### src/rtl/dm_access_arbiter_pkg.sv
// Shared data-memory types: load type codes, arbiter FSM states and the
// captured request record used by dm_access_arbiter.
package dm_pkg;

  localparam int unsigned DM_XLEN = 64;

  typedef enum logic [2:0] {
    LOAD_B  = 3'd0,
    LOAD_H  = 3'd1,
    LOAD_W  = 3'd2,
    LOAD_BU = 3'd3,
    LOAD_HU = 3'd4,
    LOAD_WU = 3'd5,
    LOAD_D  = 3'd6
  } load_type_e;

  typedef enum logic [1:0] {
    IDLE   = 2'd0,
    ACCESS = 2'd1,
    RESP   = 2'd2
  } arb_state_e;

  typedef struct packed {
    logic               we;
    logic [DM_XLEN-1:0] addr;
    logic [DM_XLEN-1:0] wdata;
    load_type_e         load_type;
  } dm_req_t;

  localparam dm_req_t DM_REQ_ZERO = dm_req_t'({$bits(dm_req_t){1'b0}});

  // Packs one requester's payload into a request record.
  function automatic dm_req_t make_req(
    input logic               we,
    input logic [DM_XLEN-1:0] addr,
    input logic [DM_XLEN-1:0] wdata,
    input load_type_e         load_type
  );
    dm_req_t r;
    r.we        = we;
    r.addr      = addr;
    r.wdata     = wdata;
    r.load_type = load_type;
    return r;
  endfunction

endpackage

### src/rtl/dm_access_arbiter_if.sv
// Bus bundle of dm_access_arbiter: two requester ports, their response
// strobes, and the shared data-memory access port.
// slave  = the arbiter side, master = the requesters/memory environment.
interface dm_access_arbiter_if #(
  parameter int unsigned XLEN = dm_pkg::DM_XLEN
);

  logic            req0_valid;
  logic            req0_ready;
  logic            req0_we;
  logic [XLEN-1:0] req0_addr;
  logic [XLEN-1:0] req0_wdata;
  logic [2:0]      req0_load_type;
  logic            rsp0_valid;
  logic [XLEN-1:0] rsp0_rdata;

  logic            req1_valid;
  logic            req1_ready;
  logic            req1_we;
  logic [XLEN-1:0] req1_addr;
  logic [XLEN-1:0] req1_wdata;
  logic [2:0]      req1_load_type;
  logic            rsp1_valid;
  logic [XLEN-1:0] rsp1_rdata;

  logic            dm_read_enable;
  logic            dm_write_enable;
  logic [XLEN-1:0] dm_addr;
  logic [XLEN-1:0] dm_write_data;
  logic [2:0]      dm_load_type;
  logic [XLEN-1:0] dm_read_data;
  logic            busy;

  modport slave (
    input  req0_valid, req0_we, req0_addr, req0_wdata, req0_load_type,
    output req0_ready, rsp0_valid, rsp0_rdata,
    input  req1_valid, req1_we, req1_addr, req1_wdata, req1_load_type,
    output req1_ready, rsp1_valid, rsp1_rdata,
    output dm_read_enable, dm_write_enable, dm_addr, dm_write_data, dm_load_type,
    input  dm_read_data,
    output busy
  );

  modport master (
    output req0_valid, req0_we, req0_addr, req0_wdata, req0_load_type,
    input  req0_ready, rsp0_valid, rsp0_rdata,
    output req1_valid, req1_we, req1_addr, req1_wdata, req1_load_type,
    input  req1_ready, rsp1_valid, rsp1_rdata,
    input  dm_read_enable, dm_write_enable, dm_addr, dm_write_data, dm_load_type,
    output dm_read_data,
    input  busy
  );

endinterface

### src/rtl/dm_access_arbiter_select.sv
// dm_arb_select: combinational winner/grant logic for dm_access_arbiter.
// Default: fixed priority, port 0 over port 1.
// With DM_ARB_ROUND_ROBIN_EN defined: on a simultaneous request the port
// that did not win last time wins; a lone requester always wins.
module dm_arb_select (
  input  logic enable,
  input  logic req0_valid,
  input  logic req1_valid,
  input  logic last_grant,
  output logic ready0,
  output logic ready1,
  output logic grant_port
);

`ifndef DM_ARB_ROUND_ROBIN_EN
  // Fixed priority never looks at the grant history.
  logic unused_last_grant_s;
  assign unused_last_grant_s = last_grant;
`endif

  // Pick at most one winner; no grant at all while the arbiter is not idle.
  always_comb begin
    ready0     = 1'b0;
    ready1     = 1'b0;
    grant_port = 1'b0;
    if (enable) begin
      if (req0_valid && req1_valid) begin
`ifdef DM_ARB_ROUND_ROBIN_EN
        if (last_grant) begin
          ready0     = 1'b1;
          grant_port = 1'b0;
        end else begin
          ready1     = 1'b1;
          grant_port = 1'b1;
        end
`else
        ready0     = 1'b1;
        grant_port = 1'b0;
`endif
      end else if (req0_valid) begin
        ready0     = 1'b1;
        grant_port = 1'b0;
      end else if (req1_valid) begin
        ready1     = 1'b1;
        grant_port = 1'b1;
      end else begin
        ready0     = 1'b0;
        ready1     = 1'b0;
      end
    end else begin
      ready0 = 1'b0;
      ready1 = 1'b0;
    end
  end

endmodule

### src/rtl/dm_access_arbiter.sv
// dm_access_arbiter: shares the single data-memory access path between the
// MEM-stage load/store (port 0) and the debug/DMA master (port 1).
// One access at a time: IDLE (grant) -> ACCESS (MEM_LATENCY cycles, memory
// port held stable) -> RESP (one-cycle response strobe) -> IDLE.
// Optional macro DM_ARB_ROUND_ROBIN_EN selects round-robin arbitration.
module dm_access_arbiter
  import dm_pkg::*;
#(
  parameter int unsigned XLEN        = DM_XLEN,
  parameter int unsigned MEM_LATENCY = 1
) (
  input logic                clk,
  input logic                rst_n,
  dm_access_arbiter_if.slave bus
);

  // lat_cnt counts down to zero across the ACCESS cycles (1..4 of them).
  localparam logic [1:0] LAT_INIT = 2'(MEM_LATENCY - 1);

  arb_state_e      state_r;
  arb_state_e      state_next_s;
  logic [1:0]      lat_cnt_r;
  logic            last_grant_r;
  logic            owner_r;
  dm_req_t         req_r;

  dm_req_t         req0_s;
  dm_req_t         req1_s;
  dm_req_t         req_sel_s;
  logic            arb_enable_s;
  logic            ready0_s;
  logic            ready1_s;
  logic            grant_s;
  logic            accept_s;
  logic            access_last_s;
  logic [XLEN-1:0] rsp_data_s;

  logic            rsp0_valid_r;
  logic            rsp1_valid_r;
  logic [XLEN-1:0] rsp0_rdata_r;
  logic [XLEN-1:0] rsp1_rdata_r;

  logic            dm_read_enable_s;
  logic            dm_write_enable_s;
  logic [XLEN-1:0] dm_addr_s;
  logic [XLEN-1:0] dm_write_data_s;
  logic [2:0]      dm_load_type_s;

  assign req0_s = make_req(bus.req0_we, DM_XLEN'(bus.req0_addr),
                           DM_XLEN'(bus.req0_wdata), load_type_e'(bus.req0_load_type));
  assign req1_s = make_req(bus.req1_we, DM_XLEN'(bus.req1_addr),
                           DM_XLEN'(bus.req1_wdata), load_type_e'(bus.req1_load_type));

  // Grants are only offered from IDLE, and never while reset is asserted.
  assign arb_enable_s = (state_r == IDLE) && rst_n;

  dm_arb_select u_select (
    .enable     (arb_enable_s),
    .req0_valid (bus.req0_valid),
    .req1_valid (bus.req1_valid),
    .last_grant (last_grant_r),
    .ready0     (ready0_s),
    .ready1     (ready1_s),
    .grant_port (grant_s)
  );

  assign accept_s      = ready0_s | ready1_s;
  assign access_last_s = (state_r == ACCESS) && (lat_cnt_r == 2'd0);

  // Route the winning requester's payload to the capture registers.
  always_comb begin
    req_sel_s = req0_s;
    if (grant_s) begin
      req_sel_s = req1_s;
    end else begin
      req_sel_s = req0_s;
    end
  end

  // Stores answer with zero data; loads return the memory word.
  always_comb begin
    rsp_data_s = {XLEN{1'b0}};
    if (req_r.we) begin
      rsp_data_s = {XLEN{1'b0}};
    end else begin
      rsp_data_s = bus.dm_read_data;
    end
  end

  // FSM state register.
  always_ff @(posedge clk or negedge rst_n) begin
    if (!rst_n) begin
      state_r <= IDLE;
    end else begin
      state_r <= state_next_s;
    end
  end

  // FSM next-state: grant -> ACCESS, countdown done -> RESP, then IDLE.
  always_comb begin
    state_next_s = state_r;
    case (state_r)
      IDLE: begin
        if (accept_s) begin
          state_next_s = ACCESS;
        end else begin
          state_next_s = IDLE;
        end
      end
      ACCESS: begin
        if (lat_cnt_r == 2'd0) begin
          state_next_s = RESP;
        end else begin
          state_next_s = ACCESS;
        end
      end
      RESP:    state_next_s = IDLE;
      default: state_next_s = IDLE;
    endcase
  end

  // Request capture, latency countdown, grant history and response registers.
  always_ff @(posedge clk or negedge rst_n) begin
    if (!rst_n) begin
      req_r        <= DM_REQ_ZERO;
      owner_r      <= 1'b0;
      lat_cnt_r    <= 2'd0;
      last_grant_r <= 1'b1;
      rsp0_valid_r <= 1'b0;
      rsp1_valid_r <= 1'b0;
      rsp0_rdata_r <= {XLEN{1'b0}};
      rsp1_rdata_r <= {XLEN{1'b0}};
    end else begin
      rsp0_valid_r <= 1'b0;
      rsp1_valid_r <= 1'b0;
      rsp0_rdata_r <= {XLEN{1'b0}};
      rsp1_rdata_r <= {XLEN{1'b0}};
      case (state_r)
        IDLE: begin
          if (accept_s) begin
            req_r        <= req_sel_s;
            owner_r      <= grant_s;
            lat_cnt_r    <= LAT_INIT;
            last_grant_r <= grant_s;
          end else begin
            lat_cnt_r <= 2'd0;
          end
        end
        ACCESS: begin
          if (access_last_s) begin
            if (owner_r) begin
              rsp1_valid_r <= 1'b1;
              rsp1_rdata_r <= rsp_data_s;
            end else begin
              rsp0_valid_r <= 1'b1;
              rsp0_rdata_r <= rsp_data_s;
            end
          end else begin
            lat_cnt_r <= lat_cnt_r - 2'd1;
          end
        end
        RESP: begin
          lat_cnt_r <= 2'd0;
        end
        default: begin
          lat_cnt_r <= 2'd0;
        end
      endcase
    end
  end

  // Memory port carries the captured request only during ACCESS, else zero.
  always_comb begin
    dm_read_enable_s  = 1'b0;
    dm_write_enable_s = 1'b0;
    dm_addr_s         = {XLEN{1'b0}};
    dm_write_data_s   = {XLEN{1'b0}};
    dm_load_type_s    = 3'd0;
    if (state_r == ACCESS) begin
      dm_read_enable_s  = ~req_r.we;
      dm_write_enable_s = req_r.we;
      dm_addr_s         = req_r.addr[XLEN-1:0];
      dm_write_data_s   = req_r.wdata[XLEN-1:0];
      dm_load_type_s    = req_r.load_type;
    end else begin
      dm_read_enable_s  = 1'b0;
      dm_write_enable_s = 1'b0;
    end
  end

  assign bus.req0_ready      = ready0_s;
  assign bus.req1_ready      = ready1_s;
  assign bus.rsp0_valid      = rsp0_valid_r;
  assign bus.rsp1_valid      = rsp1_valid_r;
  assign bus.rsp0_rdata      = rsp0_rdata_r;
  assign bus.rsp1_rdata      = rsp1_rdata_r;
  assign bus.dm_read_enable  = dm_read_enable_s;
  assign bus.dm_write_enable = dm_write_enable_s;
  assign bus.dm_addr         = dm_addr_s;
  assign bus.dm_write_data   = dm_write_data_s;
  assign bus.dm_load_type    = dm_load_type_s;
  assign bus.busy            = (state_r != IDLE);

endmodule

### src/flat_wrapper.sv
// flat-port wrapper written by rule: the top's interface ports become plain ports
module dm_access_arbiter_flat import dm_pkg::*;
#(
  parameter int unsigned XLEN        = DM_XLEN,
  parameter int unsigned MEM_LATENCY = 1
)
  (clk, rst_n, bus_req0_valid, bus_req0_we, bus_req0_addr, bus_req0_wdata, bus_req0_load_type, bus_req0_ready, bus_rsp0_valid, bus_rsp0_rdata, bus_req1_valid, bus_req1_we, bus_req1_addr, bus_req1_wdata, bus_req1_load_type, bus_req1_ready, bus_rsp1_valid, bus_rsp1_rdata, bus_dm_read_enable, bus_dm_write_enable, bus_dm_addr, bus_dm_write_data, bus_dm_load_type, bus_dm_read_data, bus_busy);
  dm_access_arbiter_if #(.XLEN(XLEN)) bus_i ();
  input logic clk;
  input logic rst_n;
  input wire logic [$bits(bus_i.req0_valid)-1:0] bus_req0_valid;
  input wire logic [$bits(bus_i.req0_we)-1:0] bus_req0_we;
  input wire logic [$bits(bus_i.req0_addr)-1:0] bus_req0_addr;
  input wire logic [$bits(bus_i.req0_wdata)-1:0] bus_req0_wdata;
  input wire logic [$bits(bus_i.req0_load_type)-1:0] bus_req0_load_type;
  output wire logic [$bits(bus_i.req0_ready)-1:0] bus_req0_ready;
  output wire logic [$bits(bus_i.rsp0_valid)-1:0] bus_rsp0_valid;
  output wire logic [$bits(bus_i.rsp0_rdata)-1:0] bus_rsp0_rdata;
  input wire logic [$bits(bus_i.req1_valid)-1:0] bus_req1_valid;
  input wire logic [$bits(bus_i.req1_we)-1:0] bus_req1_we;
  input wire logic [$bits(bus_i.req1_addr)-1:0] bus_req1_addr;
  input wire logic [$bits(bus_i.req1_wdata)-1:0] bus_req1_wdata;
  input wire logic [$bits(bus_i.req1_load_type)-1:0] bus_req1_load_type;
  output wire logic [$bits(bus_i.req1_ready)-1:0] bus_req1_ready;
  output wire logic [$bits(bus_i.rsp1_valid)-1:0] bus_rsp1_valid;
  output wire logic [$bits(bus_i.rsp1_rdata)-1:0] bus_rsp1_rdata;
  output wire logic [$bits(bus_i.dm_read_enable)-1:0] bus_dm_read_enable;
  output wire logic [$bits(bus_i.dm_write_enable)-1:0] bus_dm_write_enable;
  output wire logic [$bits(bus_i.dm_addr)-1:0] bus_dm_addr;
  output wire logic [$bits(bus_i.dm_write_data)-1:0] bus_dm_write_data;
  output wire logic [$bits(bus_i.dm_load_type)-1:0] bus_dm_load_type;
  input wire logic [$bits(bus_i.dm_read_data)-1:0] bus_dm_read_data;
  output wire logic [$bits(bus_i.busy)-1:0] bus_busy;
  assign bus_i.req0_valid = bus_req0_valid;
  assign bus_i.req0_we = bus_req0_we;
  assign bus_i.req0_addr = bus_req0_addr;
  assign bus_i.req0_wdata = bus_req0_wdata;
  assign bus_i.req0_load_type = bus_req0_load_type;
  assign bus_req0_ready = bus_i.req0_ready;
  assign bus_rsp0_valid = bus_i.rsp0_valid;
  assign bus_rsp0_rdata = bus_i.rsp0_rdata;
  assign bus_i.req1_valid = bus_req1_valid;
  assign bus_i.req1_we = bus_req1_we;
  assign bus_i.req1_addr = bus_req1_addr;
  assign bus_i.req1_wdata = bus_req1_wdata;
  assign bus_i.req1_load_type = bus_req1_load_type;
  assign bus_req1_ready = bus_i.req1_ready;
  assign bus_rsp1_valid = bus_i.rsp1_valid;
  assign bus_rsp1_rdata = bus_i.rsp1_rdata;
  assign bus_dm_read_enable = bus_i.dm_read_enable;
  assign bus_dm_write_enable = bus_i.dm_write_enable;
  assign bus_dm_addr = bus_i.dm_addr;
  assign bus_dm_write_data = bus_i.dm_write_data;
  assign bus_dm_load_type = bus_i.dm_load_type;
  assign bus_i.dm_read_data = bus_dm_read_data;
  assign bus_busy = bus_i.busy;
  dm_access_arbiter #(.XLEN(XLEN), .MEM_LATENCY(MEM_LATENCY)) u_core (.clk(clk), .rst_n(rst_n), .bus(bus_i));
endmodule
### config.mk
export PLATFORM = sky130hd
export DESIGN_NAME = dm_access_arbiter_flat
export DESIGN_NICKNAME = d
export VERILOG_FILES = /design/src/rtl/dm_access_arbiter_pkg.sv /design/src/rtl/dm_access_arbiter_if.sv /design/src/rtl/dm_access_arbiter_select.sv /design/src/rtl/dm_access_arbiter.sv /design/src/flat_wrapper.sv
export SDC_FILE = /design/constraint.sdc
export NUM_CORES = 1
export LEC_CHECK = 0
export ABC_CLOCK_PERIOD_IN_PS = 2400
export BUFFER_PORTS_ARGS = -buffer_cell sky130_fd_sc_hd__buf_2
export CAP_MARGIN = 40
export CORE_AREA = 2 2 234 236
export DETAILED_ROUTE_END_ITERATION = 10
export DIE_AREA = 0 0 236 238
export GPL_TIMING_DRIVEN = 0
export PLACE_DENSITY_LB_ADDON = 0.3
export SETUP_SLACK_MARGIN = 0.5
export SYNTH_ARGS = -nofsm -noshare
export SYNTH_HDL_FRONTEND = slang
export SYNTH_SLANG_ARGS = --single-unit
### constraint.sdc
create_clock -name clk -period 2.4 [get_ports clk]
set_input_delay 0.24 -clock clk [delete_from_list [all_inputs] [get_ports clk]]
set_output_delay 0.24 -clock clk [all_outputs]
set_load 0.03 [all_outputs]
-- Word level (Yosys, flattened, before mapping)
Index checks and enable logic that the tools add are counted.
- reductions and logical operators: 7
- bitwise logic cells: 2
- muxes and demuxes: 31
- add/subtract/negate cells: 1
- equal/unequal tests: 2
- operators with widths (kind ; number):
    2-to-1 mux 64 bit ; 9
    2-to-1 mux 132 bit ; 1
    2-to-1 mux 1 bit ; 16
    2-to-1 mux 2 bit ; 3
    logical NOT 2 bit ; 2
    case mux 2 bit (2 select lines) ; 1
    logical AND 1 bit ; 3
    2-to-1 mux 3 bit ; 1
    == test 2 x 1 -> 1 bit, second input constant ; 1
    inequality test 2 bit, second input constant ; 1
    AND reduction 2 bit ; 1
    nonzero test 2 bit ; 1
    subtractor 2 x 1 -> 2 bit, second input constant ; 1
    inverter 1 bit ; 1
    bitwise OR 1 bit ; 1
- bits in registers: 267
- input bits: 332
- output and inout port bits: 266

-- Longest topological paths before layout
- word-level depth: 7
- gate-level depth with buffers: 6

-- Hierarchy
Synthesis repeated with hierarchy kept, for this count alone.
- cells, all modules: 1108
- area, all modules: 11671.2 µm²
- by module, submodules not included (module ; cells an instance ; seq. area each (µm²) ; area an instance (µm²) ; times used):
    dm_access_arbiter ; 1105 ; 6707.7 ; 11647.4 ; 1
    dm_arb_select ; 3 ; 0.0 ; 23.8 ; 1

-- Worst setup path before layout
OpenSTA, ideal clock, no wires.
- kind: register to output
- start: reg u_core.state_r[0]
- end: out bus_dm_addr[55]
- path slack: 731 ps
- cell stages (with the launch flop): 6
- arrival: 1429 ps
- data required time: 2160 ps
- cell sequence: dfrtp_1 -> nor2b_1 -> buf_2 -> clkbuf_1 -> clkbuf_1 -> and2_1
- word-level cells in the longest chain between the ends: 2
- RTL lines (what ; line ; text):
    from (decl) ; dm_access_arbiter.sv:20 ; arb_state_e state_r;
    from (signal assigned) ; dm_access_arbiter.sv:95 ; state_r <= state_next_s;
    == test 2 x 1 -> 1 bit ; dm_access_arbiter.sv:179 ; if (state_r == ACCESS) begin
    2-to-1 mux 64 bit ; dm_access_arbiter.sv:179 ;
    to (decl) ; flat_wrapper.sv:29 ; output wire logic [$bits(bus_i.dm_addr)-1:0] bus_dm_addr;
No other way between the ends.

-- Worst setup path after layout
- start: reg u_core.state_r[1]
- end: out bus_dm_addr[59]
The elaborated chain is that of the path after synthesis.

==> flow_summary.ini <==
[route]
wl_um = 44600
drc = 0
drt_first_pass_iters = 6
vias_per_cell = 4.05
drtIter0Drc = 250
antenna_left = 0
vias = 10100
drt-wirelength-per-cell_um = 18.0

[floorplanning]
die_w_um = 236
io_pins = 598
dieHeight_um = 238
fp-row-count = 85
coreArea_um2 = 53500
dieArea_um2 = 56200
start_util = 0.232

[clocking]
cts_tree = yes
cts_buffers = 31
cts-root-buf = clkbuf_16
clkSinkCount = 267
clk_pin_slew_worst_paths_ps = 60
htree_levels = 1
clk_latency_ps = 580
cts_buffer_depth = 3

[synthesis]
avgSynthCellArea_um2 = 13.1
synthTopCellsByArea = dfrtp_1 (54%), mux2_4 (17%), mux2_2 (11%)
synth_cell_type_count = 20
synth_area_leader_cell = dfrtp_1
synth_seq_cells = 267
syn_nets = 1280
synth_top_area_frac = 0.538
ys_seq_area_frac = 0.538
yosys_warnings = 0
synth_area_um2 = 12400
syn_inst = 947

[cells_and_area]
syn2layout_area_growth_pct = 71.8
drive_above_1_share = 0.641
fin_cells = 2485
final_nets = 2098
final_common_cell = buf_2
final_cell_mix = buf_2 (474), dfrtp_1 (267), buf_6 (144)
nFillCells = 5087
seq_area_um2 = 6680
multi_input_area_um2 = 5660
design_area_um2 = 21300

[setup_path]
crit_type = flip-flop to output pin
cpPeakStageDelay_ps = 410
cp_max_fo = 6
required_ps = 2160
worstSetupEndpointType = output pin
arrival_ps = 1960
cp_num_buf_inv = 4
cp_cell_sequence = nor2b_4, buf_12, clkbuf_16, clkbuf_16, and2_4, buf_12
slowest_stage = dfrtp_1
startpoint_type = flip-flop
critPathTopFamily = buffers and inverters

[pwr]
p_clk_frac = 0.332
powerDensity_nw_per_um2 = 728
leakage_uw = 0.0108
ir_drop_mv = 0.479
power.internal_uw = 11100
seq_power_share = 0.360
p_total_uw = 15500
power_frac_comb = 0.308
p_sw_uw = 4440
swShare = 0.286

[placement]
gp_congestion = 0.831
place_area_um2 = 16300
dpl.hpwl_um = 31300
dp.cells = 2242
port_buffers = 597
dpl_worst_slack_ps = -662

[sta]
fmaxAchievable_mhz = 454
maxSlewViolCount = 0
period_share = 0.919
layout_setup_ws_ps = 195
fin_skew_ps = 7.76
finalCriticalPeriod_ps = 2200
worstMarginPinSlew_ps = 625
hold_violations = 108
maxSlewHeadroom = 0.583
whs_ps = -412
rsz0062_at_grt = true
setup_viol = 0

[global_routing]
grt.total_usage = 0.152
antenna_found_initial = 1
grt_first_pass_wirelength_um = 65700
grt_max_degree = 109
first_global_vias = 11000
gr-total-overflow = 0

[run_status]
outcome = finished with violations
violations = hold timing

[worst_hold_path]
worstHoldPathType = input pin to async pin

[run]
drv_cap = 0
[layout make-up]
cell class                      count  share of cell area
Clock inverter                     15              0.0115
Clock buffer                       40              0.0412
Tap cell                          696              0.0408
Antenna cell                        2            0.000234
Multi-Input combinational cell    609               0.265
Buffer                             66              0.0415
Inverter                            5            0.000879
Timing Repair Buffer              785               0.285
Sequential cell                   267               0.313
[routing by layer]
layer	GRT usage	routed length [um]
met4	0.0498	1320
met3	0.0248	2270
met2	0.275	22900
met1	0.183	18100
met5	0	0
[worst paths after layout]
check | slack (ps) | from | depth (start not counted) | to
hold / removal | -410 | rst_n | 1 | u_core.bus.rsp0_rdata[52]$_DFF_PN0_
max in group asynchronous | 1860 | rst_n | 2 | u_core.req_r[9]$_DFFE_PN0P_
min in group clk | 20 | bus_req0_wdata[37] | 3 | u_core.req_r[40]$_DFFE_PN0P_
setup reg to reg | 240 | u_core.state_r[1]$_DFF_PN0_ | 9 | u_core.req_r[128]$_DFFE_PN0P_
setup / recovery | 200 | u_core.state_r[1]$_DFF_PN0_ | 6 | bus_dm_addr[59]
hold reg to reg | 500 | u_core.req_r[54]$_DFFE_PN0P_ | 1 | u_core.req_r[54]$_DFFE_PN0P_
[synthesized netlist by cell type]
master,count
nor3b_2,1
dfrtp_1,267
a21oi_1,2
buf_6,17
and2_1,134
buf_1,10
nand3_1,1
ha_1,1
buf_2,16
mux2_4,138
mux2_2,126
nor2b_1,2
nand3b_1,1
clkbuf_1,23
xor2_1,1
nor2_1,134
inv_1,5
o21bai_1,1
nand2b_1,66
o21a_1,1
[per-stage QoR]
step,utilization,hold slack (ps),setup TNS (ps)
floorplan,-,-55.6,0
global placement,0.304,482,-1640630
detailed placement,0.306,317,-70400
CTS,0.390,-424,0
global route,0.399,-406,0
finish,0.399,-412,0
[power by group through the flow]
| stage | clock network, uW | logic (uW) | registers (uW) |
|---|---|---|---|
| CTS | 5270 | 4630 | 5560 |
| global route | 5470 | 5080 | 5680 |
| detailed placement | 0 | 3580 | 5590 |
| floorplan | 0 | 2250 | 5680 |
| finish | 5160 | 4790 | 5590 |
| global placement | 0 | 3530 | 5590 |
[worst reg2reg max path, cell delays in order, from the launching register on]
cell	delay [ps]
dfrtp_1	410
buf_4	150
buf_6	110
nor3b_4	230
o21a_1	200
buf_12	170
buf_12	190
buf_12	120
buf_16	140
mux2_4	320
[flip-flops by register name, indices dropped and copies added (netlist names)]
signal	cells
u_core.req_r	132
u_core.bus.rsp0_rdata	64
u_core.bus.rsp1_rdata	64
u_core.lat_cnt_r	2
u_core.state_r	2
u_core.bus.rsp0_valid	1
u_core.bus.rsp1_valid	1
u_core.owner_r	1
[what timing repair did]
item,CTS,global route
buffers inserted,23,4
endpoints found under the setup margin,365,388
resized for setup,441,124
pin swaps,46,22
hold buffers,136,1
cloned,17,5
endpoints found under the hold margin,271,97
[cells by family after synthesis]
| logic type | synth area share |
|---|---|
| simple gates | 0.144 |
| flops | 0.538 |
| xor+xnor | 0.000705 |
| fa+ha+maj | 0.00101 |
| buf+inv | 0.0333 |
| mux | 0.281 |
| compound gates | 0.00201 |
Power figures use the tool's default switching activity.
